## src/rtl/forward_hazard_ctrl.sv

```systemverilog
// forward_hazard_ctrl: operand-forwarding selects and load-use stall control
// for a classic 5-stage pipeline. Keeps its own shadow ID/EX, EX/MEM and
// MEM/WB control fields so every decision is self-contained.
//
// Build option: define HAZ_FORWARD_EN to enable forwarding with a one-cycle
// load-use stall. Without it, the selects are tied to 0 and any RAW hazard
// against ID/EX or EX/MEM stalls until the producer reaches MEM/WB.
module forward_hazard_ctrl #(
  parameter int REG_AW = 5,
  parameter int CNT_W  = 16
) (
  input  logic              clk_i,
  input  logic              rst_i,
  input  logic [REG_AW-1:0] id_rs_i,
  input  logic [REG_AW-1:0] id_rt_i,
  input  logic [REG_AW-1:0] id_rd_i,
  input  logic              id_regwrite_i,
  input  logic              id_memread_i,
  input  logic              id_uses_rt_i,
  input  logic              flush_i,
  output logic [1:0]        fwd_a_sel_o,
  output logic [1:0]        fwd_b_sel_o,
  output logic              stall_o,
  output logic              pc_write_o,
  output logic              ifid_write_o,
  output logic              idex_bubble_o,
  output logic [CNT_W-1:0]  stall_cnt_o
);

  localparam logic [1:0] SEL_RF  = 2'd0;
  localparam logic [1:0] SEL_MEM = 2'd1;
  localparam logic [1:0] SEL_WB  = 2'd2;

  // ID/EX shadow (_p0)
  logic [REG_AW-1:0] rs_p0, rt_p0, rd_p0;
  logic              regwrite_p0, memread_p0;
  // EX/MEM shadow (_p1)
  logic [REG_AW-1:0] rd_p1;
  logic              regwrite_p1;
  // MEM/WB shadow (_p2)
  logic [REG_AW-1:0] rd_p2;
  logic              regwrite_p2;

  logic [CNT_W-1:0]  stall_cnt;
  logic              stall;

  // A producing stage hits an ID-stage reader when it writes a nonzero rd
  // that matches rs, or rt when rt is actually read.
  function automatic logic raw_hit(
    input logic              wr,
    input logic [REG_AW-1:0] rd,
    input logic [REG_AW-1:0] rs,
    input logic [REG_AW-1:0] rt,
    input logic              uses_rt
  );
    return wr && (rd != '0) && ((rd == rs) || (uses_rt && (rd == rt)));
  endfunction

  // Newest producer wins: EX/MEM before MEM/WB; register 0 never forwards.
  function automatic logic [1:0] fwd_sel(
    input logic [REG_AW-1:0] src,
    input logic              wr_mem,
    input logic [REG_AW-1:0] rd_mem,
    input logic              wr_wb,
    input logic [REG_AW-1:0] rd_wb
  );
    if (wr_mem && (rd_mem != '0) && (rd_mem == src)) return SEL_MEM;
    if (wr_wb && (rd_wb != '0) && (rd_wb == src))    return SEL_WB;
    return SEL_RF;
  endfunction

  function automatic logic [CNT_W-1:0] sat_inc(input logic [CNT_W-1:0] v);
    return (&v) ? v : v + 1'b1;
  endfunction

`ifdef HAZ_FORWARD_EN
  // Forwarding selects plus load-use detection against the load in ID/EX.
  always_comb begin
    fwd_a_sel_o = fwd_sel(rs_p0, regwrite_p1, rd_p1, regwrite_p2, rd_p2);
    fwd_b_sel_o = fwd_sel(rt_p0, regwrite_p1, rd_p1, regwrite_p2, rd_p2);
    stall       = raw_hit(memread_p0, rd_p0, id_rs_i, id_rt_i, id_uses_rt_i);
  end
`else
  // No forwarding: hold the reader until its producer has reached MEM/WB.
  always_comb begin
    fwd_a_sel_o = SEL_RF;
    fwd_b_sel_o = SEL_RF;
    stall       = raw_hit(regwrite_p0, rd_p0, id_rs_i, id_rt_i, id_uses_rt_i) ||
                  raw_hit(regwrite_p1, rd_p1, id_rs_i, id_rt_i, id_uses_rt_i);
  end

  // Shadow fields that only the forwarding path reads.
  logic unused_shadow;
  assign unused_shadow = ^{rs_p0, rt_p0, memread_p0, rd_p2, regwrite_p2};
`endif

  // Pipeline enables derived from the stall decision.
  always_comb begin
    stall_o       = stall;
    pc_write_o    = ~stall;
    ifid_write_o  = ~stall;
    idex_bubble_o = stall | flush_i;
    stall_cnt_o   = stall_cnt;
  end

  // ---- ID -> ID/EX (_p0): bubble zeroes every control field ----
  always_ff @(posedge clk_i or negedge rst_i) begin
    if (!rst_i) begin
      rs_p0       <= '0;
      rt_p0       <= '0;
      rd_p0       <= '0;
      regwrite_p0 <= 1'b0;
      memread_p0  <= 1'b0;
    end else if (idex_bubble_o) begin
      rs_p0       <= '0;
      rt_p0       <= '0;
      rd_p0       <= '0;
      regwrite_p0 <= 1'b0;
      memread_p0  <= 1'b0;
    end else begin
      rs_p0       <= id_rs_i;
      rt_p0       <= id_rt_i;
      rd_p0       <= id_rd_i;
      regwrite_p0 <= id_regwrite_i;
      memread_p0  <= id_memread_i;
    end
  end

  // ---- ID/EX -> EX/MEM (_p1) -> MEM/WB (_p2): always advance ----
  always_ff @(posedge clk_i or negedge rst_i) begin
    if (!rst_i) begin
      rd_p1       <= '0;
      regwrite_p1 <= 1'b0;
      rd_p2       <= '0;
      regwrite_p2 <= 1'b0;
    end else begin
      rd_p1       <= rd_p0;
      regwrite_p1 <= regwrite_p0;
      rd_p2       <= rd_p1;
      regwrite_p2 <= regwrite_p1;
    end
  end

  // Saturating count of cycles spent stalled.
  always_ff @(posedge clk_i or negedge rst_i) begin
    if (!rst_i) begin
      stall_cnt <= '0;
    end else if (stall) begin
      stall_cnt <= sat_inc(stall_cnt);
    end
  end

endmodule

```

## config.mk

```make
export PLATFORM = sky130hd
export DESIGN_NAME = forward_hazard_ctrl
export DESIGN_NICKNAME = d
export VERILOG_FILES = /design/src/rtl/forward_hazard_ctrl.sv
export SDC_FILE = /design/constraint.sdc
export NUM_CORES = 1
export LEC_CHECK = 0
export ABC_CLOCK_PERIOD_IN_PS = 1950
export BUFFER_PORTS_ARGS = -buffer_cell sky130_fd_sc_hd__buf_4
export CELL_PAD_IN_SITES_DETAIL_PLACEMENT = 2
export CELL_PAD_IN_SITES_GLOBAL_PLACEMENT = 2
export CORE_MARGIN = 2
export CORE_UTILIZATION = 28
export CTS_CLUSTER_SIZE = 40
export DETAILED_ROUTE_END_ITERATION = 12
export GPL_TIMING_DRIVEN = 0
export PLACE_DENSITY_LB_ADDON = 0.1
export SLEW_MARGIN = 20
export SYNTH_ARGS = -nofsm -noshare
export SYNTH_HDL_FRONTEND = slang
export SYNTH_SLANG_ARGS = --single-unit
```

## constraint.sdc

```tcl
create_clock -name clk_i -period 1.95 [get_ports clk_i]
set_input_delay 0.39 -clock clk_i [delete_from_list [all_inputs] [get_ports clk_i]]
set_output_delay 0.39 -clock clk_i [all_outputs]
set_load 0.01 [all_outputs]
```

==> run metrics <==
drt initial violations=40; CTS sink count=28; register share of total power=0.523; failing checks=negative setup slack; I/O pin cnt=45; worst slew pin tran=approximately 0.52 ns; Initial Utilization=0.286; Post-DP HPWL=2850 µm; Routed WL=about 3800 µm; die height=75.5 µm; Pleak=0.979 nW; top post-synthesis cells by area=dfrtp_1, xor2_1, xnor2_1; drt pass-1 iters=4; yosys synthesis warning count=0; Power Dens Cells=between 600 and 700 mW/mm²; Yosys top cell area share=0.489; FP Rows=26; Area growth syn-to-layout=43.9%; number of fill cells=569; Worst slew margin=0.651; H-tree lvl count=1; status=finished, violations left; most common library cells after synthesis=dfrtp_1, xor2_1, xnor2_1; clock-pin slew on the worst setup and hold paths=0.10 ns; Horiz. Die Dim=75.5 µm; CTS Hold Bufs=0; P_int=0.928 mW; Synth Cell Area=0.00143 mm²; worst skew pair latency=between 0.2 and 0.3 ns; Final WS setup=-0.439 ns; Critical Path Start=rd_p1[1]; Synth Flop Type=dfrtp_1; Crit Path Category=reg2out; remaining antenna violation count=0; root buffer cell=clkbuf_8; unrepaired setup endpoints after global routing=yes; Inserted Diodes=0; Via Count=1176; sequential area share after synthesis=0.489; cells on worst reg2reg path=10; Max Freq=about 0.42 GHz; fin. max-slew vios=0; Tcrit/Tclk final=1.23; final setup fails=10; NetSw=around 0.33 mW; WHS=0.0171 ns; CP max FO=3; first-pass GRT wire length=6070 µm; Worst Clk Skew=between 0.003 and 0.004 ns; synth unique cells=29; Final GP Congestion=~0.8; Max Cap Viol=0; DR vias/cell=around 4.5; Fin. Hold Viols=0; flop-to-flop setup slack=-0.40 ns; Post-Syn Instances=132; largest net degree at the start of global routing=29; Seq cells post-synth=28; count leader, synth=dfrtp_1; worst reg2reg startpoint=rd_p1[1]; gr ovfl total=0; EDFF count, synth=0; clock network fraction of design power=0.291; routed wire length per instance=around 15 µm; Clock Tree Buf Depth=2; sw frac=0.261; HP Class=in2async; share of layout cells above drive strength 1=0.402; Comb power frac=0.186; DR DRC count=0; cell type with the largest total area after synthesis=dfrtp_1; Crit path arrival time=2.00 ns; Core Footprint=0.00501 mm²; initial antenna violation count=0; Setup crit start kind=register; maximum VDD drop=0.000276 V; number of global-route vias before repair=1274; FFs w/ async S/R, synth=1.00; Avg Inst Size Synth=10.9 µm²; die area=0.00570 mm²; Setup crit end=idex_bubble_o; Setup crit end kind=primary output; GRT Util Overall=0.143; Setup TNS Final=-2.61 ns; CTS tree=built; nets=212; Critical Path RT=1.56 ns; CTS Buf Count=3; Port Buf Inserts=39; Tmin final=2.39 ns; worst r2r dst=stall_cnt_o[12]
-- worst min-delay path by stage --
stage | end | slack, ns | cells past startpoint
2_1_floorplan | rd_p0[0] | 0.09 | 0
3_3_place_gp | stall_cnt_o[15] | 0.33 | 1
3_5_place_dp | stall_cnt_o[15] | 0.34 | 1
4_1_cts | stall_cnt_o[15] | 0.03 | 1
5_1_grt | stall_cnt_o[15] | 0.03 | 1
6_report | stall_cnt_o[15] | 0.02 | 1
-- metal layers --
metal | track usage | vias to the layer above | part of all wire
li1 | - | 560 | -
met1 | 0.175 | 596 | 0.42
met2 | 0.257 | 18 | 0.55
met3 | 0.0212 | 2 | 0.022
met4 | 0.0468 | 0 | 0.0071
met5 | 0 | - | 0
-- cells by family (layout without fill, tap and decap cells) --
group | Yosys count | count (layout) | share of synthesized area
muxes | 2 | 2 | 0.0157
xor gates and xnor gates | 33 | 33 | 0.202
AOI/OAI and AO/OA | 8 | 8 | 0.0489
and+or+nand+nor | 49 | 49 | 0.189
buffers and inverters | 10 | 64 | 0.0445
other | 1 | 4 | 0.00262
DFF | 28 | 28 | 0.489
adders and majority gates | 1 | 1 | 0.00873
-- stage by stage --
step / setup WS [ns] / instance area [µm²] / instances / utilization / total power [mW]
detailed placement: -0.514 / 1840 / 244 / 0.367 / 0.873
floorplan: -0.0438 / 1460 / 135 / - / 0.760
global route: -0.566 / 2060 / 259 / 0.412 / 1.34
CTS: -0.474 / 2050 / 259 / 0.409 / 1.28
global placement: -0.532 / 1840 / 244 / 0.367 / 0.864
finish: -0.439 / 2060 / 259 / 0.412 / 1.26
-- power groups by stage --
| stage | sequential [mW] | combinational [mW] | clock (mW) |
|---|---|---|---|
| floorplan | 0.668 | 0.0916 | 0 |
| global placement | 0.667 | 0.197 | 0 |
| detailed placement | 0.669 | 0.205 | 0 |
| CTS | 0.659 | 0.233 | 0.384 |
| global route | 0.664 | 0.255 | 0.416 |
| finish | 0.657 | 0.233 | 0.366 |
-- worst max-delay path: stages, from the launching register on --
cell	delay, ns
dfrtp_1	0.43
or4_1	0.56
o21ai_2	0.19
o22ai_4	0.12
buf_6	0.15
nor2_4	0.10
inv_1	0.04
buf_4	0.13
-- final cells by class --
class                      instances  area, µm²  area share
multi-input combinational         97        729       0.354
tap                               70       87.6      0.0425
clock buffer                       4       55.1      0.0267
inverter                           4       17.5     0.00850
timing repair buffer              50        417       0.202
sequential                        28        703       0.341
buffer                             6       52.6      0.0255
-- state kept, by name (all words and copies together) (netlist names) --
register     flops
stall_cnt_o     16
rd_p0            5
regwrite_p1      1
rd_p1            5
regwrite_p0      1
-- cell usage in the layout, fill, tap and decap left out, types with 2 or more instances in the layout --
cell | netlist | routed
xor2_1 | 18 | 18
a32oi_1 | 2 | 2
buf_4 | 5 | 43
and2_1 | 6 | 6
nor3_1 | 3 | 3
nor2_1 | 5 | 4
mux2_4 | 0 | 2
xnor2_1 | 15 | 15
clkbuf_8 | 0 | 4
dfrtp_1 | 28 | 26
nand4_1 | 6 | 6
inv_1 | 3 | 3
conb_1 | 1 | 4
buf_6 | 1 | 13
nand2_2 | 1 | 3
nand3_1 | 10 | 9
dfrtp_2 | 0 | 2
and3_1 | 6 | 6
nand2_1 | 5 | 3
-- what timing repair did --
item                                    in CTS  in global routing
endpoints found under the setup margin      18                 26
pin swaps                                    9                  1
setup buffers                               11                  0
gates resized for setup                     20                  3
Power figures use the tool's default switching activity.
